==> src/rtl/shift_concat_pkg.sv <==
// Shared types for the shift/concat execution unit:
// opcode enum, FSM state enum and default operand width.
package shift_concat_pkg;

    localparam int W_DEF = 4;

    // Codes 6 and 7 are deliberately left unnamed: they decode as illegal.
    typedef enum logic [2:0] {
        OP_LSL = 3'd0,
        OP_ASL = 3'd1,
        OP_LSR = 3'd2,
        OP_ASR = 3'd3,
        OP_CON = 3'd4,
        OP_REP = 3'd5
    } op_e;

    typedef enum logic [1:0] {
        ST_IDLE  = 2'd0,
        ST_SHIFT = 2'd1,
        ST_DONE  = 2'd2
    } state_e;

endpackage

==> src/rtl/shift_step.sv <==
// Single-bit shifter for a W-bit value.
// Ports: i_val value, i_left direction (1 = left), i_fill incoming bit, o_val result.
module shift_step #(
    parameter int W = 4
) (
    input  logic [W-1:0] i_val,
    input  logic         i_left,
    input  logic         i_fill,
    output logic [W-1:0] o_val
);

    assign o_val = i_left ? {i_val[W-2:0], i_fill}
                          : {i_fill, i_val[W-1:1]};

endmodule

==> src/rtl/shift_exec_unit.sv <==
// Multi-cycle shift / concatenate execution unit with valid/ready handshakes.
// Ports: clk, rst_n; in_valid/in_ready/op/a/b/shamt command; out_valid/out_ready/result/err response.
module shift_exec_unit
    import shift_concat_pkg::*;
#(
    parameter  int W  = W_DEF,
    localparam int SW = $clog2(W)
) (
    input  logic            clk,
    input  logic            rst_n,
    input  logic            in_valid,
    output logic            in_ready,
    input  logic [2:0]      op,
    input  logic [W-1:0]    a,
    input  logic [W-1:0]    b,
    input  logic [SW-1:0]   shamt,
    output logic            out_valid,
    input  logic            out_ready,
    output logic [2*W-1:0]  result,
    output logic            err
);

    state_e           r_state, w_state_nxt;
    logic [SW-1:0]    r_cnt, w_cnt_nxt;
    logic [W-1:0]     r_work, w_work_nxt;
    logic             r_left, w_left_nxt;
    logic             r_asr, w_asr_nxt;
    logic [2*W-1:0]   r_result, w_result_nxt;
    logic             r_err, w_err_nxt;
    logic [W-1:0]     w_step;
    logic [W-1:0]     w_operand;
    logic             w_fill;

    function automatic logic [2*W-1:0] f_ext(input logic [W-1:0] v, input logic sx);
        return sx ? {{W{v[W-1]}}, v} : {{W{1'b0}}, v};
    endfunction

    // Right shifts (ops 2,3) work on b, left shifts on a.
    assign w_operand = op[1] ? b : a;

    // ASR keeps re-injecting the original sign bit, which never changes.
    assign w_fill = r_asr & r_work[W-1];

    shift_step #(.W(W)) u_step (
        .i_val  (r_work),
        .i_left (r_left),
        .i_fill (w_fill),
        .o_val  (w_step)
    );

    always_comb begin
        w_state_nxt  = r_state;
        w_cnt_nxt    = r_cnt;
        w_work_nxt   = r_work;
        w_left_nxt   = r_left;
        w_asr_nxt    = r_asr;
        w_result_nxt = r_result;
        w_err_nxt    = r_err;
        unique case (r_state)
            ST_IDLE: begin
                if (in_valid) begin
                    if (!op[2] && shamt != '0) begin
                        w_state_nxt = ST_SHIFT;
                        w_work_nxt  = w_operand;
                        w_cnt_nxt   = shamt;
                        w_left_nxt  = !op[1];
                        w_asr_nxt   = (op == 3'd3);
                        w_err_nxt   = 1'b0;
                    end else begin
                        w_state_nxt = ST_DONE;
                        w_err_nxt   = 1'b0;
                        case (op_e'(op))
                            OP_LSL,
                            OP_ASL,
                            OP_LSR:  w_result_nxt = f_ext(w_operand, 1'b0);
                            OP_ASR:  w_result_nxt = f_ext(w_operand, 1'b1);
                            OP_CON:  w_result_nxt = {b, a};
                            OP_REP:  w_result_nxt = {a, a};
                            default: begin
                                w_result_nxt = '0;
                                w_err_nxt    = 1'b1;
                            end
                        endcase
                    end
                end
            end
            ST_SHIFT: begin
                w_work_nxt = w_step;
                w_cnt_nxt  = r_cnt - SW'(1);
                if (r_cnt == SW'(1)) begin
                    w_result_nxt = f_ext(w_step, r_asr);
                    w_state_nxt  = ST_DONE;
                end
            end
            ST_DONE: begin
                if (out_ready) begin
                    w_state_nxt = ST_IDLE;
                end
            end
            default: w_state_nxt = ST_IDLE;
        endcase
    end

    always_ff @(posedge clk or negedge rst_n) begin
        if (!rst_n) begin
            r_state  <= ST_IDLE;
            r_cnt    <= '0;
            r_work   <= '0;
            r_left   <= 1'b0;
            r_asr    <= 1'b0;
            r_result <= '0;
            r_err    <= 1'b0;
        end else begin
            r_state  <= w_state_nxt;
            r_cnt    <= w_cnt_nxt;
            r_work   <= w_work_nxt;
            r_left   <= w_left_nxt;
            r_asr    <= w_asr_nxt;
            r_result <= w_result_nxt;
            r_err    <= w_err_nxt;
        end
    end

    // The state flop sits at IDLE during reset; masking with rst_n keeps
    // in_ready low until reset is released.
    assign in_ready  = (r_state == ST_IDLE) && rst_n;
    assign out_valid = (r_state == ST_DONE);
    assign result    = r_result;
    assign err       = r_err;

endmodule

==> config.mk <==
export PLATFORM = sky130hd
export DESIGN_NAME = shift_exec_unit
export DESIGN_NICKNAME = d
export VERILOG_FILES = /design/src/rtl/shift_concat_pkg.sv /design/src/rtl/shift_step.sv /design/src/rtl/shift_exec_unit.sv
export SDC_FILE = /design/constraint.sdc
export NUM_CORES = 1
export LEC_CHECK = 0
export BUFFER_PORTS_ARGS = -buffer_cell sky130_fd_sc_hd__buf_2
export CORE_MARGIN = 5
export CORE_UTILIZATION = 25
export CTS_BUF_LIST = sky130_fd_sc_hd__clkbuf_8
export DETAILED_ROUTE_END_ITERATION = 8
export SLEW_MARGIN = 20
export SYNTH_ARGS = -nofsm -noshare
export SYNTH_HDL_FRONTEND = slang
export SYNTH_SLANG_ARGS = --single-unit
export TNS_END_PERCENT = 50
==> constraint.sdc <==
create_clock -name clk -period 1.5 [get_ports clk]
set_input_delay 0.15 -clock clk [delete_from_list [all_inputs] [get_ports clk]]
set_output_delay 0.15 -clock clk [all_outputs]
set_load 0.02 [all_outputs]
==> reports/metrics.csv <==
stage,metric,value,unit
drt,wl,3040,µm
grt,grt_pass1_vias,992,
sta,tns,0,ns
sta,fmax,702,MHz
grt,antenna_found_initial,0,
floorplanning,die_h,77.7,µm
floorplanning,core-area,4380,µm²
worst_setup_path,r2r_slack,0.08,ns
logic_synthesis,synthesis.instances,127,
floorplanning,die_w,77.7,µm
sta,setup_viol_count_final,0,
sta,finalHoldViolations,0,
worst_setup_path,crit_arrival,1.57,ns
logic_synthesis,ys_seq_area_share,41.5,%
drt,drtAntennaViolNets,0,
drt,drcViolationCount,0,
logic_synthesis,syn_area,1140,µm²
placement,portBuffers,27,
floorplanning,pin_count,28,
floorplanning,start_util,26.1,%
worst_setup_path,path_class,register to register,
cells_and_area,fillCellCount,454,
cells_and_area,multi_input_area,627,µm²
clock_network,clk_latency,0.25,ns
sta,drv_slew,0,
drt,num_vias,1059,
logic_synthesis,yosys.cell_types.count,31,
clock_network,cts_inserted_buffers,3,
drt,wl_per_cell,13.9,µm
clock_network,cts.sinks,19,
power,max-vdd-ir-drop,0.473,mV
sta,fin_crit_sh,95.0,%
sta,clock-skew-final,0.000851,ns
sta,slew-limit-headroom,76.6,%
worst_setup_path,endpoint_kind,register,
clock_network,htreeDepth,1,
placement,place.gp.congestion,0.764,
sta,layout_min_cycle_time,1.42,ns
placement,place_area,1420,µm²
cells_and_area,fin_nets,186,
sta,rsz0062_at_grt,no,
placement,hpwl,2400,µm
hold_path,min_path_type,primary input to register,
power,p_leak,0.000670,µW
floorplanning,die_area,6030,µm²
power,p_total,2820,µW
cells_and_area,num_antenna_cells,0,
grt,grt_pass1_wl,4960,µm
logic_synthesis,syn_area_per_cell,9.01,µm²
drt,viasPerCell,4.84,
logic_synthesis,syn-num-nets,145,
logic_synthesis,yosys_warnings,0,
floorplanning,num_rows,24,
job,cap_violations,0,
cells_and_area,drive_gt1_share,36.5,%
sta,tightest_slew,0.349,ns
drt,drt_iter0_drc,39,
cells_and_area,fin_area,1490,µm²
grt,grt_usage,10.3,%
power,p_per_area,1890,nW/µm²
status,status,completed,
hold_path,hold_depth,4,
worst_setup_path,crit_fanout,6,
worst_setup_path,r2r.worst_path.cells,6,
drt,first_pass_iters,4,
clock_network,cts_tree,built,
clock_network,path_clk_slew,0.07,ns
cells_and_area,syn_to_final_growth,30.3,%
clock_network,clock_path_buffers,2,
worst_setup_path,cp-start-kind,register,
cells_and_area,seq_area,477,µm²
logic_synthesis,ys_ff_latch,19,
grt,gr-total-overflow,0,
grt,grt_start_max_net_pins,20,
clock_network,root_buffer,clkbuf_8,
worst_setup_path,cp.required,1.64,ns
==> kinds of logic after synthesis <==
group	after synthesis	synth area share (%)
AND/OR/NAND/NOR	42	18.7
AO/OA/AOI/OAI	40	21.6
flip-flops	19	41.5
multiplexers	13	12.0
buffers and inverters	12	5.03
adder cells (fa/ha/maj)	1	1.09
==> power by group <==
| group | total (µW) | internal [µW] | leakage [µW] | switching, µW |
|---|---|---|---|---|
| sequential | 970 | 775 | 0.000223 | 195 |
| combinational | 1500 | 673 | 0.000421 | 824 |
| clock | 357 | 184 | 0.0000255 | 173 |
| total | 2820 | 1630 | 0.000670 | 1190 |
==> critical path, stage by stage, from the launching register on <==
cell and delay (ns):
dfrtp_1 0.38, inv_1 0.06, ha_2 0.17, mux2i_2 0.08, a211oi_2 0.14, buf_4 0.17
mux2_2 0.33
==> cells in the final DEF, fill, tap and decap left out, types with 2 or more instances in the layout <==
cell and count:
buf_4 15, nor2_1 10, o31ai_1 2, and4_1 3
a2bb2oi_1 2, nand3_1 4, o21ai_0 8, nor2b_1 2
mux2_2 6, inv_1 5, mux2i_1 6, buf_2 27
dfrtp_1 18, a31oi_1 4, clkbuf_8 3, nand2b_1 6
a21oi_1 17, nand3b_1 2, nand2_1 11
==> area by class of cell <==
| class | instances | area share (%) |
|---|---|---|
| inverters | 5 | 1.26 |
| multi-input cells | 96 | 42.0 |
| repair buffers | 43 | 17.3 |
| flip-flops and latches | 19 | 32.0 |
| well taps | 52 | 4.36 |
| clock buffers | 3 | 2.77 |
| clock inverters | 1 | 0.336 |
==> metrics by stage <==
stage	utilization [%]	std cells	hold slack [ns]	worst slack [ns]
3_5_place_dp	32.4	214	0.146	0.0271
5_1_grt	34.0	219	0.207	0.0104
4_1_cts	33.6	219	0.160	0.0129
3_3_place_gp	32.4	214	0.152	0.0374
2_1_floorplan	-	127	-0.146	0.00101
6_report	34.0	219	0.168	0.0757
==> registers in the layout, indices dropped and copies added (netlist names) <==
name     flops
result       8
r_work       4
r_cnt        2
r_state      2
err          1
r_asr        1
r_left       1
==> what timing repair did <==
item | CTS | global route
endpoints found under the setup margin | 0 | 9
buffers inserted | 0 | 0
gates resized for setup | 0 | 5
endpoints found under the hold margin | 19 | 0
hold buffers | 1 | 0
==> cell usage after synthesis <==
library cell / number / area share, %
buf_2: 1 / 0.44
o21ba_2: 1 / 0.87
a221oi_1: 1 / 0.77
nand3_1: 4 / 1.7
clkbuf_1: 4 / 1.3
nor2_1: 11 / 3.6
o31a_2: 1 / 0.87
nand3b_1: 2 / 1.3
and2_1: 1 / 0.55
nand2_1: 11 / 3.6
a211oi_2: 1 / 1.1
nor2b_1: 2 / 1.1
nand4b_1: 1 / 0.77
mux2_2: 6 / 5.9
a21oi_1: 17 / 7.4
nor3_1: 1 / 0.44
mux2i_1: 7 / 6.1
buf_6: 1 / 0.98
o31ai_1: 2 / 1.3
a21oi_2: 1 / 0.77
dfrtp_1: 19 / 42
a2bb2oi_1: 2 / 1.5
a22oi_1: 1 / 0.66
and4_1: 3 / 2.3
o21ai_0: 8 / 3.5
nand2b_1: 6 / 3.3
a211oi_1: 1 / 0.66
ha_1: 1 / 1.1
a31oi_1: 4 / 2.2
buf_4: 1 / 0.66
inv_1: 5 / 1.6
==> per-layer routing <==
layer / wire length, µm / global-route usage [%] / share of wire [%]
met5: 0 / 0 / 0
met4: 27 / 4.12 / 0.89
met3: 153 / 2.20 / 5.0
met2: 1370 / 15.0 / 45
met1: 1480 / 14.6 / 49
==> worst paths after layout <==
kind	start	end
max	r_cnt[1]	result[3]
min	out_ready	r_state[1]
max reg2reg	r_cnt[1]	result[3]
min reg2reg	err	err
max in group asynchronous	rst_n	r_state[0]
min in group asynchronous	rst_n	err
Note: power is estimated with default switching activity, not from simulation.
